## config.mk

```make
export PLATFORM = sky130hd
export DESIGN_NAME = lane_trajectory_executor
export DESIGN_NICKNAME = d
export VERILOG_FILES = /design/src/rtl/lane_trajectory_executor.sv
export SDC_FILE = /design/constraint.sdc
export NUM_CORES = 1
export LEC_CHECK = 0
export CELL_PAD_IN_SITES_DETAIL_PLACEMENT = 2
export CELL_PAD_IN_SITES_GLOBAL_PLACEMENT = 2
export CORE_UTILIZATION = 35
export DETAILED_ROUTE_END_ITERATION = 8
export PLACE_DENSITY_LB_ADDON = 0.1
export SLEW_MARGIN = 25
export SYNTH_ARGS = -nofsm -noshare
export SYNTH_HDL_FRONTEND = slang
export SYNTH_SLANG_ARGS = --single-unit
```

## constraint.sdc

```tcl
create_clock -name i_clk -period 4.7 [get_ports i_clk]
set_input_delay 0.94 -clock i_clk [delete_from_list [all_inputs] [get_ports i_clk]]
set_output_delay 0.94 -clock i_clk [all_outputs]
set_load 0.01 [all_outputs]
```

## src/rtl/lane_trajectory_executor.sv

```systemverilog
// Purpose : rate-limited lateral/velocity trajectory executor feeding car position back to the planner.
// Latency : a command is accepted in one cycle; motion advances one step per motion tick (TICK_DIV clocks).
// Backpressure: o_cmd_ready low while a manoeuvre runs; an offered command is held off, never dropped.
//
// Ports
//   i_clk        system clock, rising edge
//   i_rst_n      asynchronous active-low reset
//   i_cmd_valid  target command valid
//   o_cmd_ready  executor can accept a command (combinational from state)
//   i_target_x   requested lateral position
//   i_target_v   requested velocity
//   o_pos_x      current lateral position
//   o_pos_y      accumulated longitudinal distance, mod 256
//   o_vel        current velocity
//   o_lane       00 left (x 1-4), 01 middle (5-8), 10 right (9-12), otherwise 00
//   o_busy       manoeuvre in progress
//   o_done       one-cycle pulse when both targets are reached
//
// Build option
//   CMD_PREEMPT_EN : when defined, commands are also accepted while moving and
//                    replace the current targets immediately.

module lane_trajectory_executor #(
   parameter int TICK_DIV = 4,
   parameter int X_STEP   = 1,
   parameter int V_STEP   = 5,
   parameter int X_MIN    = 1,
   parameter int X_MAX    = 12,
   parameter int V_MAX    = 120,
   parameter int X_RESET  = 6,
   parameter int V_RESET  = 50
) (
   input  logic       i_clk,
   input  logic       i_rst_n,
   input  logic       i_cmd_valid,
   output logic       o_cmd_ready,
   input  logic [7:0] i_target_x,
   input  logic [7:0] i_target_v,
   output logic [7:0] o_pos_x,
   output logic [7:0] o_pos_y,
   output logic [7:0] o_vel,
   output logic [1:0] o_lane,
   output logic       o_busy,
   output logic       o_done
);

   localparam int         CW        = (TICK_DIV > 1) ? $clog2(TICK_DIV) : 1;
   localparam logic [7:0] LP_X_MIN  = 8'(X_MIN);
   localparam logic [7:0] LP_X_MAX  = 8'(X_MAX);
   localparam logic [7:0] LP_V_MAX  = 8'(V_MAX);
   localparam logic [7:0] LP_X_STEP = 8'(X_STEP);
   localparam logic [7:0] LP_V_STEP = 8'(V_STEP);
   localparam logic [7:0] LP_X_RST  = 8'(X_RESET);
   localparam logic [7:0] LP_V_RST  = 8'(V_RESET);
   localparam logic [CW-1:0] LP_TICK_LAST = CW'(TICK_DIV - 1);

   typedef enum logic [1:0] {
      ST_IDLE = 2'd0,
      ST_MOVE = 2'd1,
      ST_DONE = 2'd2
   } state_t;

   // ------------------------------------------------------------------
   // Helpers
   // ------------------------------------------------------------------

   // Move cur toward tgt by at most step; never overshoots, never wraps.
   function automatic logic [7:0] f_step(input logic [7:0] cur,
                                         input logic [7:0] tgt,
                                         input logic [7:0] step);
      logic [7:0] d;
      logic [7:0] res;
      if (tgt >= cur) begin
         d   = tgt - cur;
         res = (d > step) ? (cur + step) : tgt;
      end else begin
         d   = cur - tgt;
         res = (d > step) ? (cur - step) : tgt;
      end
      return res;
   endfunction

   function automatic logic [1:0] f_lane(input logic [7:0] x);
      logic [1:0] l;
      if (x >= 8'd1 && x <= 8'd4)
         l = 2'b00;
      else if (x >= 8'd5 && x <= 8'd8)
         l = 2'b01;
      else if (x >= 8'd9 && x <= 8'd12)
         l = 2'b10;
      else
         l = 2'b00;
      return l;
   endfunction

   // ------------------------------------------------------------------
   // State
   // ------------------------------------------------------------------
   state_t        r_state;
   logic [CW-1:0] r_tick_cnt;
   logic [7:0]    r_pos_x;
   logic [7:0]    r_pos_y;
   logic [7:0]    r_vel;
   logic [1:0]    r_lane;
   logic          r_busy;
   logic          r_done;
   logic [7:0]    r_tgt_x;
   logic [7:0]    r_tgt_v;

   logic          w_tick;
   logic          w_accept;
   logic [7:0]    w_cmd_x;
   logic [7:0]    w_cmd_v;
   logic [7:0]    w_tgt_x;
   logic [7:0]    w_tgt_v;
   logic [7:0]    w_next_x;
   logic [7:0]    w_next_v;
   logic          w_arrive;

   assign w_tick = (r_tick_cnt == LP_TICK_LAST);

   // Incoming targets are clamped to the legal road and speed envelope.
   assign w_cmd_x = (i_target_x < LP_X_MIN) ? LP_X_MIN :
                    (i_target_x > LP_X_MAX) ? LP_X_MAX : i_target_x;
   assign w_cmd_v = (i_target_v > LP_V_MAX) ? LP_V_MAX : i_target_v;

`ifdef CMD_PREEMPT_EN
   assign o_cmd_ready = (r_state == ST_IDLE) || (r_state == ST_MOVE);
   // A command landing on a tick steers that very tick toward the new target.
   assign w_tgt_x     = w_accept ? w_cmd_x : r_tgt_x;
   assign w_tgt_v     = w_accept ? w_cmd_v : r_tgt_v;
`else
   assign o_cmd_ready = (r_state == ST_IDLE);
   // Stepping only happens in MOVE, where no accept can occur.
   assign w_tgt_x     = r_tgt_x;
   assign w_tgt_v     = r_tgt_v;
`endif

   assign w_accept = i_cmd_valid && o_cmd_ready;

   assign w_next_x = f_step(r_pos_x, w_tgt_x, LP_X_STEP);
   assign w_next_v = f_step(r_vel,   w_tgt_v, LP_V_STEP);
   assign w_arrive = (w_next_x == w_tgt_x) && (w_next_v == w_tgt_v);

   // ------------------------------------------------------------------
   // Sequential logic: tick counter, odometer, FSM and registered outputs
   // ------------------------------------------------------------------
   always_ff @(posedge i_clk or negedge i_rst_n) begin
      if (!i_rst_n) begin
         r_state    <= ST_IDLE;
         r_tick_cnt <= '0;
         r_pos_x    <= LP_X_RST;
         r_pos_y    <= 8'd0;
         r_vel      <= LP_V_RST;
         r_lane     <= 2'b01;
         r_busy     <= 1'b0;
         r_done     <= 1'b0;
         r_tgt_x    <= LP_X_RST;
         r_tgt_v    <= LP_V_RST;
      end else begin
         // Free-running; commands never realign the motion grid.
         if (w_tick)
            r_tick_cnt <= '0;
         else
            r_tick_cnt <= r_tick_cnt + 1'b1;

         // Odometer advances with the pre-step velocity, coarse units, wraps freely.
         if (w_tick)
            r_pos_y <= r_pos_y + {3'b000, r_vel[7:3]};

         if (w_accept) begin
            r_tgt_x <= w_cmd_x;
            r_tgt_v <= w_cmd_v;
         end

         r_done <= 1'b0;

         case (r_state)
            ST_IDLE: begin
               r_busy <= 1'b0;
               if (w_accept) begin
                  r_state <= ST_MOVE;
                  r_busy  <= 1'b1;
               end
            end

            ST_MOVE: begin
               if (w_tick) begin
                  r_pos_x <= w_next_x;
                  r_vel   <= w_next_v;
                  r_lane  <= f_lane(w_next_x);
                  if (w_arrive) begin
                     r_state <= ST_DONE;
                     r_busy  <= 1'b0;
                     r_done  <= 1'b1;
                  end
               end
            end

            ST_DONE: begin
               r_state <= ST_IDLE;
               r_busy  <= 1'b0;
            end

            default: begin
               r_state <= ST_IDLE;
               r_busy  <= 1'b0;
            end
         endcase
      end
   end

   assign o_pos_x = r_pos_x;
   assign o_pos_y = r_pos_y;
   assign o_vel   = r_vel;
   assign o_lane  = r_lane;
   assign o_busy  = r_busy;
   assign o_done  = r_done;

endmodule
```

# Word level (Yosys, flattened, before mapping)
# Index checks and enable logic that the tools add are counted.
dict set report classes {
  add_sub_neg 10
  muxes 24
  reduce_logical 9
  eq_ne 7
  magnitude_cmp 15
}
# cell count
set op_table {}
lappend op_table {{2-to-1 mux 8 bit} 9}
lappend op_table {{subtractor 8 bit} 4}
lappend op_table {{== test 8 bit} 2}
lappend op_table {{greater-or-equal comparator 8 bit} 2}
lappend op_table {{greater-than comparator 8 x 1 -> 1 bit, second input constant} 2}
lappend op_table {{greater-than comparator 8 x 3 -> 1 bit, second input constant} 2}
lappend op_table {{<= comparator 8 x 4 -> 1 bit, second input constant} 2}
lappend op_table {{2-to-1 mux 2 bit} 7}
lappend op_table {{adder 8 x 1 -> 8 bit, second input constant} 1}
lappend op_table {{adder 8 x 3 -> 8 bit, second input constant} 1}
lappend op_table {{adder 8 x 5 -> 8 bit} 1}
lappend op_table {{greater-or-equal comparator 8 x 1 -> 1 bit, second input constant} 1}
lappend op_table {{greater-or-equal comparator 8 x 3 -> 1 bit, second input constant} 1}
lappend op_table {{greater-or-equal comparator 8 x 4 -> 1 bit, second input constant} 1}
lappend op_table {{greater-than comparator 8 x 4 -> 1 bit, second input constant} 1}
lappend op_table {{greater-than comparator 8 x 7 -> 1 bit, second input constant} 1}
lappend op_table {{<= comparator 8 x 3 -> 1 bit, second input constant} 1}
lappend op_table {{< comparator 8 x 1 -> 1 bit, second input constant} 1}
lappend op_table {{subtractor 8 x 1 -> 8 bit, second input constant} 1}
lappend op_table {{subtractor 8 x 3 -> 8 bit, second input constant} 1}
lappend op_table {{2-to-1 mux 1 bit} 6}
lappend op_table {{logical AND 1 bit} 5}
lappend op_table {{!= test 2 bit, second input constant} 2}
lappend op_table {{one-hot mux 2 bit (2 select lines)} 1}
lappend op_table {{8 further kinds} 9}
dict set report word_totals {
  output_inout_bits 29
  regBits 48
  elab_cells 75
  inputBits 19
}

# Depth between registers and ports, before layout
dict set report logic_depth {
  ltp_word 9
  ltp_mapped 16
  ltp_nobuf 13
}

# Least setup slack after synthesis
# Ideal clock, no wire load.
dict set report synth_path {
  path_kind {flip-flop to flip-flop}
  startpoint {register r_vel[5], in the netlist o_vel[5]}
  endpoint {register r_state[0]}
  path_stages_with_launch 14
  slack_ns 1.272
  setup_ns 0.134
  path_buffers 1
  arrival_time_ns 3.295
  required_time_ns 4.566
  path_cell_list {dfstp_2 clkbuf_1 inv_1 ha_1 nand2b_1 a211oi_1 a221o_1 or4_1 o31a_1 o41ai_1 nand2_1 nand4b_1 nor4b_2 a211oi_1}
}
dict set report synth_via {
  elab_chain_cells 8
}
# item line_no
set synth_lines {}
lappend synth_lines {{start, declared} 103} ;# logic [7:0] r_vel;
lappend synth_lines {{start signal, assigned} 190} ;# r_vel <= w_next_v;
lappend synth_lines {{subtractor 8 bit, on equally long branches} {77, 74}}
lappend synth_lines {{greater-than comparator 8 x 3 -> 1 bit, on equally long branches} {78, 75}}
lappend synth_lines {{2-to-1 mux 8 bit, on equally long branches} {78, 75}}
lappend synth_lines {{2-to-1 mux 8 bit (*)} 73} ;# if (tgt >= cur) begin
lappend synth_lines {{== test 8 bit (*)} 143} ;# assign w_arrive = (w_next_x == w_tgt_x) && (w_next_v == w_tgt_v);
lappend synth_lines {{logical AND 1 bit (*)} 143}
lappend synth_lines {{!= test 2 bit (no source line) (*)} -}
lappend synth_lines {{AND reduction 3 bit (no source line) (*)} -}
lappend synth_lines {{end signal, assigned} 150} ;# r_state <= ST_IDLE;
lappend synth_lines {{end signal, assigned} 182} ;# r_state <= ST_MOVE;
lappend synth_lines {{end signal, assigned} 193} ;# r_state <= ST_DONE;
lappend synth_lines {{end, declared} 99} ;# state_t r_state;
# Mark *: on every way between the ends. The rest lies on a longest branch, timed or not.
# A chain may end at the register's enable or synchronous reset.

# Final worst setup path
dict set report layout_path {
  startpoint {register r_vel[4], in the netlist o_vel[4]}
  endpoint {register r_state[0]}
}
# Same word-level chain as after synthesis.

==> metrics.txt <==
Die X-Extent 117.5 µm; gr usage total 23.17%; Post-CTS Resized 0; Worst Setup Start Kind register; cell count after synthesis 556; Die Y 117.5 µm; RSZ-0062 raised after global routing no; top cell type's share of synthesized area approximately 20%; PwrDens 795.8 mW/mm²; die area roughly 0.014 mm²; Layout fillers about 1500; hpwl dp 12.21 mm; first-pass GRT wire length 25.30 mm; Residual DRC 0; mean post-synth cell area roughly 8.4 µm²; Ys Warns 0; post-synthesis mux area share 2.305%; Netlist cell types 77; fin nets 652; internal power 2.184 mW; VDD IR max ~240 µV; Buffers on Ports 47; register bit count reported by yosys 48; Worst-Skew Late Latency ~0.3 ns; Synthesized Nets between 600 and 700; largest family of logic cells by synthesized area compound AO/OA/AOI/OAI gates; Sw Pwr 2.155 mW; Final WS setup 0.8058 ns; post-synthesis cell area 0.004668 mm²; reg2reg setup slack 0.81 ns; cell chosen for the clock root clkbuf_16; DRT Pass-1 Iters 4; switching share of total power between 40% and 50%; via count 4300; TritonCTS Sinks 48; initial antenna violation count 0; worst hold path class register to register; endpoints failing setup 0; clock buffer count from CTS 5; Antenna Nets Post-Route 0; Max clock buf depth 2; Post-CTS Setup Inserts 0; synth cell count leaders 49 x o21ai_0, 44 x inv_1, 43 x nor2_1, 41 x nand2_1, 41 x xnor2_1; layout cell share with drive strength beyond 1 between 8 and 9%; DP Worst Slack between 0.7 and 0.8 ns; crit path DAT 4.07 ns; grt ovf 0; Post-Synth XOR/XNOR Area 9.944%; vias in the first global route 4642; Diodes inserted 0; asr flop ratio synth 100.0%; Static Leak 2.255 nW; Post-synth EDFFs 0; Max-Cap Viols 0; Max FO, Critical Path 12; I/O pin cnt 48; CTS tree yes; Fmax 256.8 MHz; H-tree levels 2; Final period util 82.86%; Hold Fails Final Rpt 0; initial DRC count 204; Clock Power Share 10.7%; Slew Limit Headroom 41.10%; Crit. End Element register; final WL approximately 15 mm; TNS Setup 0 ns; initial core utilization 36.40%; routed len/inst 20.03 µm; Worst-path clk slew 0.07 ns; Simple-Gate Fraction of Synth Area 18.31%; Tmin final 3.894 ns; sequential fraction of the synthesis area a little over a quarter; area delta synth->final 16.78%; Worst Skew 0.007241 ns; Post-DP Area 0.005254 mm²; outcome completed; largest net degree at the start of global routing 49; Synth Area in Adders between 10% and 20%; final slew viol count 0; WS Path Type register to register; final instance area 0.005451 mm²; Most used DFF post-synth dfrtp_1; compound-cell area share of the yosys netlist 24.26%; routed vias/inst 5.650; largest cells by area after synthesis dfrtp_1 20%, ha_1 11%, xnor2_1 7.7%; hold buffer count at cts 0; gp weighted congestion 0.8555; most numerous cell in the Yosys netlist o21ai_0; post-synth top area cell dfrtp_1; # rows 41; combinational fraction of design power 70.2%; register share of total power 19.1%; final hold slack 0.4367 ns; slew at the pin closest to its max-slew limit 0.8835 ns; core area approximately 0.013 mm²; CP Data Required Time ~4.9 ns
power by group through the flow:
stage | Sequential (mW) | Combinational [mW] | Clock, mW
finish | 0.827 | 3.05 | 0.466
global route | 0.859 | 3.35 | 0.495
CTS | 0.832 | 3.06 | 0.485
global placement | 0.823 | 2.91 | 0
detailed placement | 0.838 | 3.03 | 0
floorplan | 0.778 | 2.16 | 0
layout by cell type (no fill, tap or decap), types with 6 or more instances in the layout:
master | Yosys | layout
dfstp_2 | 11 | 11
nand3_1 | 9 | 9
xnor2_1 | 41 | 41
inv_1 | 44 | 44
nor2b_1 | 7 | 7
ha_1 | 40 | 40
o21ai_0 | 49 | 49
nand2b_1 | 8 | 8
nor3_1 | 18 | 18
mux2_2 | 6 | 6
nand2_1 | 41 | 40
xor2_1 | 12 | 12
dfrtp_1 | 37 | 37
nor2_1 | 43 | 43
a211oi_1 | 7 | 7
a221oi_1 | 6 | 6
a21oi_1 | 29 | 29
nor4_1 | 8 | 8
clkdlybuf4s50_1 | 0 | 46
o21a_1 | 7 | 7
final cells by class:
| class | count | area, µm² | share of cell area (%) |
|---|---|---|---|
| inverters | 45 | 168.9 | 3.098 |
| clock buffers | 6 | 128.9 | 2.364 |
| well taps | 172 | 215.2 | 3.948 |
| clock inverters | 2 | 60.06 | 1.102 |
| multi-input cells | 437 | 3168 | 58.11 |
| repair buffers | 51 | 495.5 | 9.089 |
| flip-flops and latches | 48 | 1215 | 22.29 |
critical path, cell delays in order (launching register included):
cell and delay [ns]:
dfstp_2 0.66, inv_1 0.17, ha_1 0.44, inv_1 0.15
a211oi_1 0.08, a221o_1 0.25, or4_1 0.54, o31a_1 0.47
o41ai_1 0.12, nand2_1 0.10, nand4b_1 0.28, nor4b_2 0.38
a211oi_1 0.12
sequential cells by signal (all words and copies together), names as in the netlist:
signal,flops
o_pos_x,8
o_pos_y,8
o_vel,8
r_tgt_v,8
r_tgt_x,8
o_lane,2
r_state,2
r_tick_cnt,2
o_busy,1
o_done,1
per-layer routing:
| layer | routed length (µm) | vias up | GRT usage (%) |
|---|---|---|---|
| li1 | - | 2037 | - |
| met1 | 7663 | 2179 | 33.39 |
| met2 | 6868 | 72 | 36.69 |
| met3 | 532 | 12 | 3.004 |
| met4 | 179 | 0 | 5.369 |
| met5 | 0 | - | 0 |
per-stage QoR:
step                      total power [mW]  util [%]  cells
after floorplan                      2.939         -    556
after global placement               3.732     40.97    753
after detailed placement             3.869     40.97    753
after CTS                            4.374     42.44    761
after global routing                 4.707     42.51    761
final                                4.338     42.51    761
final timing paths:
path / from / end / depth (start not counted)
max: o_vel[4] / r_state[0] / 12
min: r_tick_cnt[0] / r_tick_cnt[0] / 1
max reg2reg: o_vel[4] / r_state[0] / 12
min reg2reg: r_tick_cnt[0] / r_tick_cnt[0] / 1
max in group asynchronous: i_rst_n / r_tgt_v[0] / 2
min in group asynchronous: i_rst_n / r_tgt_x[4] / 2
cells by family (layout without fill, tap and decap cells):
group	Yosys count	count (layout)
AOI/OAI and AO/OA	161	161
xor gates and xnor gates	53	53
adders and majority gates	45	45
muxes	10	10
and+or+nand+nor	168	168
buffers and inverters	71	104
DFF	48	48
Note: power is estimated with default switching activity, not from simulation.
